## src/rtl/stage_ex_mc.sv

```systemverilog
// Execute stage: forwarded operands, single-cycle ALU and an iterative
// shift-add multiplier that holds ID off through `busy` while it runs.
//
// Handshake: ID may present an instruction (valid_in) on any cycle. It is
// taken on an advancing edge (en && !stall) only while busy == 0; while
// busy == 1 ID must keep the same instruction on its outputs.
module stage_ex_mc #(
    parameter int DATA_W     = 32,
    parameter int REG_ADDR_W = 5,
    parameter int MUL_CYCLES = 4
) (
    input  logic                  clk,
    input  logic                  rst,
    input  logic                  en,
    input  logic                  stall,
    input  logic                  valid_in,
    input  logic                  flush,
    input  logic                  reg_wr,
    input  logic [REG_ADDR_W-1:0] reg_addr_rd,
    input  logic [REG_ADDR_W-1:0] reg_addr_r1,
    input  logic [REG_ADDR_W-1:0] reg_addr_r2,
    input  logic [3:0]            alu_op,
    input  logic                  alu_src_arg1,
    input  logic                  alu_src_arg2,
    input  logic [DATA_W-1:0]     imm,
    input  logic [DATA_W-1:0]     reg_data_r1,
    input  logic [DATA_W-1:0]     reg_data_r2,
    input  logic                  fwd_wr,
    input  logic [REG_ADDR_W-1:0] fwd_addr,
    input  logic [DATA_W-1:0]     fwd_data,
    output logic                  busy,
    output logic                  out_valid,
    output logic                  out_reg_wr,
    output logic [REG_ADDR_W-1:0] out_reg_addr_rd,
    output logic [DATA_W-1:0]     out_alu_res,
    output logic                  out_flush
);

    localparam int SH_W  = $clog2(DATA_W);
    // Multiplier bits consumed per MUL edge; MUL_CYCLES-1 edges are spent in MUL.
    localparam int STEP  = (DATA_W + MUL_CYCLES - 2) / (MUL_CYCLES - 1);
    localparam int CNT_W = $clog2(MUL_CYCLES + 1);
    localparam logic [3:0] OP_MUL = 4'd10;

    typedef enum logic {S_IDLE, S_MUL} state_t;

    state_t                state_q, state_d;
    logic [CNT_W-1:0]      cnt_q, cnt_d;
    logic [DATA_W-1:0]     acc_q, acc_d;
    logic [DATA_W-1:0]     ma_q, ma_d;
    logic [DATA_W-1:0]     mb_q, mb_d;
    logic [REG_ADDR_W-1:0] mul_rd_q, mul_rd_d;
    logic                  mul_wr_q, mul_wr_d;
    logic                  out_valid_q, out_valid_d;
    logic                  out_reg_wr_q, out_reg_wr_d;
    logic [REG_ADDR_W-1:0] out_reg_addr_rd_q, out_reg_addr_rd_d;
    logic [DATA_W-1:0]     out_alu_res_q, out_alu_res_d;
    logic                  out_flush_q, out_flush_d;

    logic                  adv;
    logic [DATA_W-1:0]     r1_val, r2_val, op_a, op_b, alu_res, acc_step;
    logic [SH_W-1:0]       shamt;

    assign adv = en && !stall;

    // Forward the MEM result over the register file value; r0 never forwards.
    always_comb begin
        r1_val = reg_data_r1;
        r2_val = reg_data_r2;
        if (fwd_wr && (fwd_addr == reg_addr_r1) && (reg_addr_r1 != '0)) r1_val = fwd_data;
        if (fwd_wr && (fwd_addr == reg_addr_r2) && (reg_addr_r2 != '0)) r2_val = fwd_data;
        op_a  = alu_src_arg1 ? imm : r1_val;
        op_b  = alu_src_arg2 ? imm : r2_val;
        shamt = op_b[SH_W-1:0];
    end

    // Single-cycle ALU; MUL and unused opcodes give 0 here.
    always_comb begin
        alu_res = '0;
        case (alu_op)
            4'd0: alu_res = op_a + op_b;
            4'd1: alu_res = op_a - op_b;
            4'd2: alu_res = op_a & op_b;
            4'd3: alu_res = op_a ^ op_b;
            4'd4: alu_res = op_a | op_b;
            4'd5: alu_res = op_a << shamt;
            4'd6: alu_res = op_a >> shamt;
            4'd7: alu_res = DATA_W'($signed(op_a) >>> shamt);
            4'd8: alu_res = {{(DATA_W-1){1'b0}}, ($signed(op_a) < $signed(op_b))};
            4'd9: alu_res = {{(DATA_W-1){1'b0}}, (op_a < op_b)};
            default: alu_res = '0;
        endcase
    end

    // One shift-add slice: add the shifted multiplicand for each of the next STEP multiplier bits.
    always_comb begin
        acc_step = acc_q;
        for (int i = 0; i < STEP; i++) begin
            if (mb_q[i]) acc_step = acc_step + (ma_q << i);
        end
    end

    // Next-state and output-register logic; nothing moves unless the stage advances.
    always_comb begin
        state_d           = state_q;
        cnt_d             = cnt_q;
        acc_d             = acc_q;
        ma_d              = ma_q;
        mb_d              = mb_q;
        mul_rd_d          = mul_rd_q;
        mul_wr_d          = mul_wr_q;
        out_valid_d       = out_valid_q;
        out_reg_wr_d      = out_reg_wr_q;
        out_reg_addr_rd_d = out_reg_addr_rd_q;
        out_alu_res_d     = out_alu_res_q;
        out_flush_d       = out_flush_q;
        if (adv) begin
            out_flush_d = flush;
            out_valid_d = 1'b0;
            case (state_q)
                S_IDLE: begin
                    if (valid_in && !flush) begin
                        if (alu_op == OP_MUL) begin
                            ma_d     = op_a;
                            mb_d     = op_b;
                            acc_d    = '0;
                            mul_rd_d = reg_addr_rd;
                            mul_wr_d = reg_wr;
                            cnt_d    = CNT_W'(MUL_CYCLES - 1);
                            state_d  = S_MUL;
                        end else begin
                            out_valid_d       = 1'b1;
                            out_alu_res_d     = alu_res;
                            out_reg_wr_d      = reg_wr;
                            out_reg_addr_rd_d = reg_addr_rd;
                        end
                    end
                end
                S_MUL: begin
                    if (flush) begin
                        // Abort: the partial product is dropped, no result retires.
                        state_d = S_IDLE;
                        cnt_d   = '0;
                    end else begin
                        acc_d = acc_step;
                        ma_d  = ma_q << STEP;
                        mb_d  = mb_q >> STEP;
                        cnt_d = cnt_q - CNT_W'(1);
                        if (cnt_q == CNT_W'(1)) begin
                            out_valid_d       = 1'b1;
                            out_alu_res_d     = acc_step;
                            out_reg_wr_d      = mul_wr_q;
                            out_reg_addr_rd_d = mul_rd_q;
                            state_d           = S_IDLE;
                        end
                    end
                end
                default: state_d = S_IDLE;
            endcase
        end
    end

    // State and output registers with synchronous reset.
    always_ff @(posedge clk) begin
        if (rst) begin
            state_q           <= S_IDLE;
            cnt_q             <= '0;
            acc_q             <= '0;
            ma_q              <= '0;
            mb_q              <= '0;
            mul_rd_q          <= '0;
            mul_wr_q          <= 1'b0;
            out_valid_q       <= 1'b0;
            out_reg_wr_q      <= 1'b0;
            out_reg_addr_rd_q <= '0;
            out_alu_res_q     <= '0;
            out_flush_q       <= 1'b0;
        end else begin
            state_q           <= state_d;
            cnt_q             <= cnt_d;
            acc_q             <= acc_d;
            ma_q              <= ma_d;
            mb_q              <= mb_d;
            mul_rd_q          <= mul_rd_d;
            mul_wr_q          <= mul_wr_d;
            out_valid_q       <= out_valid_d;
            out_reg_wr_q      <= out_reg_wr_d;
            out_reg_addr_rd_q <= out_reg_addr_rd_d;
            out_alu_res_q     <= out_alu_res_d;
            out_flush_q       <= out_flush_d;
        end
    end

    assign busy            = (state_q == S_MUL);
    assign out_valid       = out_valid_q;
    assign out_reg_wr      = out_reg_wr_q;
    assign out_reg_addr_rd = out_reg_addr_rd_q;
    assign out_alu_res     = out_alu_res_q;
    assign out_flush       = out_flush_q;

endmodule
```

## config.mk

```make
export PLATFORM = sky130hd
export DESIGN_NAME = stage_ex_mc
export DESIGN_NICKNAME = d
export VERILOG_FILES = /design/src/rtl/stage_ex_mc.sv
export SDC_FILE = /design/constraint.sdc
export NUM_CORES = 2
export LEC_CHECK = 0
export BUFFER_PORTS_ARGS = -buffer_cell sky130_fd_sc_hd__buf_4
export CAP_MARGIN = 15
export CORE_AREA = 3 3 177 308
export DETAILED_ROUTE_END_ITERATION = 8
export DIE_AREA = 0 0 180 311
export PLACE_DENSITY_LB_ADDON = 0.05
export SYNTH_ARGS = -nofsm -noshare
export SYNTH_HDL_FRONTEND = slang
export SYNTH_SLANG_ARGS = --single-unit
export TNS_END_PERCENT = 1
```

## constraint.sdc

```tcl
create_clock -name clk -period 26.8 [get_ports clk]
set_clock_uncertainty 0.05 [all_clocks]
set_input_delay 2.68 -clock clk [delete_from_list [all_inputs] [get_ports clk]]
set_output_delay 2.68 -clock clk [all_outputs]
set_load 0.005 [all_outputs]
```

==> run summary, run 1 <==
Post-synthesis sequential element count: 146
Cts hold-fix bufs: 0
Initial core utilization: 64.6%
Number of placement rows: 111
Remaining global-route overflow: 27
Num CTS Buffers: 17
Clock Tree Root: sky130_fd_sc_hd__clkbuf_16
Horizontal die dimension: 180 microns
Multiplexer area fraction after synthesis: 7.98%
Number of cells in the design after placement: 5634
Area of the mapped netlist: 33800 sq um
Synth Area in Compound Gates: 35.0%
Simple-gate area share of the yosys netlist: 21.0%
Xor/xnor cell area share of the yosys netlist: 6.08%
Number of post-CTS setup repair buffers: 0
Largest net degree at the start of global routing: 90
Adder-cell share of the synthesized area: 15.6%
Run-stopping error: [ERROR GRT-0116] Global routing finished with congestion. Check the congestion regions in the DRC Viewer.
Number of warnings reported in the yosys synthesis log: 0
Failing step: 5_1_grt
Leading register cell type out of synthesis: sky130_fd_sc_hd__dfxtp_1
GRT Util Overall: 58.2%
Mean instance size in the synthesized netlist: 6.91 sq um
DP Worst Slack: 5.01 ns
First-pass GRT wire length: 256000 microns
Number of flops mapped to enable cells by yosys: 0
Status: stopped before the end
Largest family of logic cells by synthesized area: compound AO/OA/AOI/OAI gates
Portion of the post-synthesis area used by sequential elements: 8.64%
Die Y-Extent: 311 microns
Asr flop ratio synth: 0%
Total of buffers placed on input and output ports: 202
Syn Inst Count: 4899
Quantity of gates resized following cts: 0
H-tree depth: 4
I/O pin count: 203
Number of distinct library cells after synthesis: 103
Net count after synthesis: 5476
Final RePlAce weighted congestion: 1.15
Half-perimeter wire length after detailed placement: 125000 microns
Maximum count of clock buffers along a single path: 2
Clock sinks: 146
Number of global-route vias before repair: 43000
## logic make-up after synthesis
logic type,count (synthesis)
mux,263
xor+xnor,230
buf+inv,491
flops,146
simple gates,1580
compound gates,1774
fa+ha+maj,415
## cells in the mapped netlist, types with 95 or more instances
| cell | number | share of area (%) |
|---|---|---|
| sky130_fd_sc_hd__mux2i_1 | 213 | 6.3 |
| sky130_fd_sc_hd__a211oi_1 | 96 | 2.1 |
| sky130_fd_sc_hd__inv_1 | 205 | 2.3 |
| sky130_fd_sc_hd__clkbuf_1 | 198 | 2.2 |
| sky130_fd_sc_hd__a21o_1 | 148 | 3.3 |
| sky130_fd_sc_hd__nor3_1 | 103 | 1.5 |
| sky130_fd_sc_hd__ha_1 | 402 | 15 |
| sky130_fd_sc_hd__nand2_1 | 502 | 5.6 |
| sky130_fd_sc_hd__nor2_1 | 558 | 6.2 |
| sky130_fd_sc_hd__a31oi_1 | 95 | 1.8 |
| sky130_fd_sc_hd__o21ai_0 | 331 | 4.9 |
| sky130_fd_sc_hd__dfxtp_1 | 146 | 8.6 |
| sky130_fd_sc_hd__xnor2_1 | 154 | 4.0 |
| sky130_fd_sc_hd__a21oi_1 | 411 | 6.1 |
## layer usage
layer | track usage [%] | overflow
met1 | 55.5 | 0
met2 | 88.7 | 14
met4 | 66.6 | 13
met3 | 23.5 | 0
met5 | 0.522 | 0
## metrics by stage
step	cell area (sq um)	util [%]
2_1_floorplan	33800	-
3_3_place_gp	36200	69.1
3_5_place_dp	36200	69.1
4_1_cts	36800	70.3
==> inputs of run 2 (changes only) <==
Settings changed: CORE_AREA 3 3 177 308 to 3 3 295 297, DIE_AREA 0 0 180 311 to 0 0 298 300, PLACE_DENSITY_LB_ADDON 0.05 to 0.15.
==> run 2 against run 1 <==
Net effect:
- the flow now finishes without violations
- synthesized cell count stayed put
- area after synthesis stayed put
==> run summary, run 2 <==
Number of nets in the layout: 5558
Status: finished clean
Most common cell in the synthesized netlist: sky130_fd_sc_hd__nor2_1
Net count after synthesis: 5476
Fin Hold WS: 0.405 ns
Growth of design area from synthesis to finish: 10.7%
Final total power: 874 uW
Number of cells in the design after placement: 6105
Leading register cell type out of synthesis: sky130_fd_sc_hd__dfxtp_1
CP bufs+invs: 4
Half-perimeter wire length after detailed placement: 123000 microns
H-tree depth: 4
Area enclosed by the die boundary: 89400 sq um
Final RePlAce weighted congestion: 1.05
Die Y-Extent: 300 microns
Clock Tree Root: sky130_fd_sc_hd__clkbuf_16
Normalized max-slew margin: 19.7%
DP Worst Slack: 6.46 ns
Clock sinks: 146
Remaining antenna violation count after routing: 0
Post-layout instance count excluding filler cells: 6138
Initial DRT Pass Iterations: 8
CP peak stage delay: 0.75 ns
Final period utilization: 77.7%
Horizontal die dimension: 298 microns
Area of the mapped netlist: 33800 sq um
Largest cells by area after synthesis: sky130_fd_sc_hd__ha_1, sky130_fd_sc_hd__dfxtp_1, sky130_fd_sc_hd__mux2i_1
TritonCTS clock tree: done
Max Transition Viols Final: 0
Count of routing violations after the opening detailed-route iteration: 3987
Tightest Pin Transition: 1.20 ns
Total wire length: 159000 microns
Number of placement rows: 107
Startpoint Class: register
Per-cell via count in the routed design: 6.36
Minimum setup slack in the final design: 5.98 ns
Aggregate negative setup slack: 0 ns
Clock slew seen by the registers of the worst setup and hold paths: 0.08 ns
Maximum capacitance violations: 0
Crit-path max FO: 13
HP Class: register to register
Post-layout minimum cycle time: 20.82 ns
Initial antenna violation count: 0
Largest net degree at the start of global routing: 82
First-pass GRT wire length: 233000 microns
Cts hold-fix bufs: 0
Portion of the post-synthesis area used by sequential elements: 8.64%
Number of post-CTS setup repair buffers: 0
Critical Path RT: 27.07 ns
Final number of setup-violating endpoints: 0
Syn Inst Count: 4899
Remaining global-route overflow: 0
Power Dens Cells: 23.3 nW/um^2
RSZ-0062 raised after global routing: false
Final Hold Viols: 0
Asr flop ratio synth: 0%
Mean instance size in the synthesized netlist: 6.91 sq um
Initial core utilization: 39.9%
Diode count: 0
Endpoint class of the critical path: register
Number of warnings reported in the yosys synthesis log: 0
Number of global-route vias before repair: 36700
GRT Util Overall: 34.0%
Share of the synthesized area in the top cell type: 14.9%
Master of the slowest instance on the critical path: sky130_fd_sc_hd__o31ai_1
Post-synthesis sequential element count: 146
Commonest cells after routing, fill and taps aside: sky130_fd_sc_hd__nor2_1, sky130_fd_sc_hd__nand2_1, sky130_fd_sc_hd__a21oi_1
Family with the most delay on the worst path: compound AO/OA/AOI/OAI gates
Wire length per cell after detailed routing: 25.9 microns
Total of buffers placed on input and output ports: 202
I/O pin count: 203
Most frequent standard cell in the layout excluding fill and tap cells: sky130_fd_sc_hd__nor2_1
Quantity of gates resized following cts: 0
Standard cell core area: 84900 sq um
Share of cells above drive strength 1: 11.0%
Max Freq: 48.0 MHz
Number of distinct library cells after synthesis: 103
Number of flops mapped to enable cells by yosys: 0
Cell types with the highest counts after synthesis: sky130_fd_sc_hd__nor2_1, sky130_fd_sc_hd__nand2_1, sky130_fd_sc_hd__a21oi_1, sky130_fd_sc_hd__ha_1, sky130_fd_sc_hd__o21ai_0
Latest clock arrival within the worst-skew pair: 0.50 ns
Maximum count of clock buffers along a single path: 2
Worst R2R Setup Slack: 5.98 ns
Num CTS Buffers: 17
Data arrival at the endpoint of the critical path: 21.09 ns
Worst Path Class, Setup: register to register
Largest vdd supply drop: 0.0399 mV
Vias after detailed routing: 39100
Leak: 0.0175 uW
DRC violation count after routing: 0
Cell type with the largest total area after synthesis: sky130_fd_sc_hd__ha_1
==> run 2: final timing paths <==
path,startpoint,end,cells past startpoint
hold reg to reg,mul_rd_q[0],mul_rd_q[0],2
setup reg to reg,ma_q[2],out_alu_res[31],84
setup / recovery,ma_q[2],out_alu_res[31],84
hold / removal,mul_rd_q[0],mul_rd_q[0],2
==> run 2: report_power, final <==
group          switching, uW  internal (uW)  leakage (uW)
Combinational            263            137        0.0160
Sequential              3.00            219       0.00118
Clock                    126            125      0.000283
==> run 2: routing by layer <==
layer | global-route usage, % | part of all wire [%] | wire length, microns | up-vias
li1 | - | - | - | 18400
met1 | 42.3 | 41 | 64400 | 18300
met3 | 4.73 | 7.7 | 12200 | 472
met2 | 54.7 | 44 | 69900 | 1970
met5 | 0 | 0 | 0 | -
met4 | 22.6 | 7.8 | 12400 | 0
==> run 2: logic make-up after synthesis <==
group / share of synthesized area [%]
AOI/OAI and AO/OA: 35.0
xor gates and xnor gates: 6.08
adders and majority gates: 15.6
buffers and inverters: 5.64
DFF: 8.64
muxes: 7.98
and+or+nand+nor: 21.0
==> run 2: worst min-delay path, cell delays in order, from the launching register on <==
cell,delay [ns]
sky130_fd_sc_hd__dfxtp_1,0.31
sky130_fd_sc_hd__nand2_1,0.05
sky130_fd_sc_hd__a21oi_1,0.05
==> run 2: metrics by stage <==
stage               instance area, sq um  utilization (%)
finish                             37500             44.1
global route                       37500             44.1
CTS                                37500             44.1
detailed placement                 36900             43.4
global placement                   36900             43.4
floorplan                          33800                -
==> run 2: area by class of cell <==
type | instances | area, sq um
inverter | 216 | 811
multi-input combinational | 4262 | 29200
timing repair buffer | 338 | 2530
sequential | 146 | 2930
fill | 9045 | 47400
clock inverter | 15 | 164
clock buffer | 17 | 425
tap | 1144 | 1430
No activity file was read; power rests on OpenSTA's default activity.
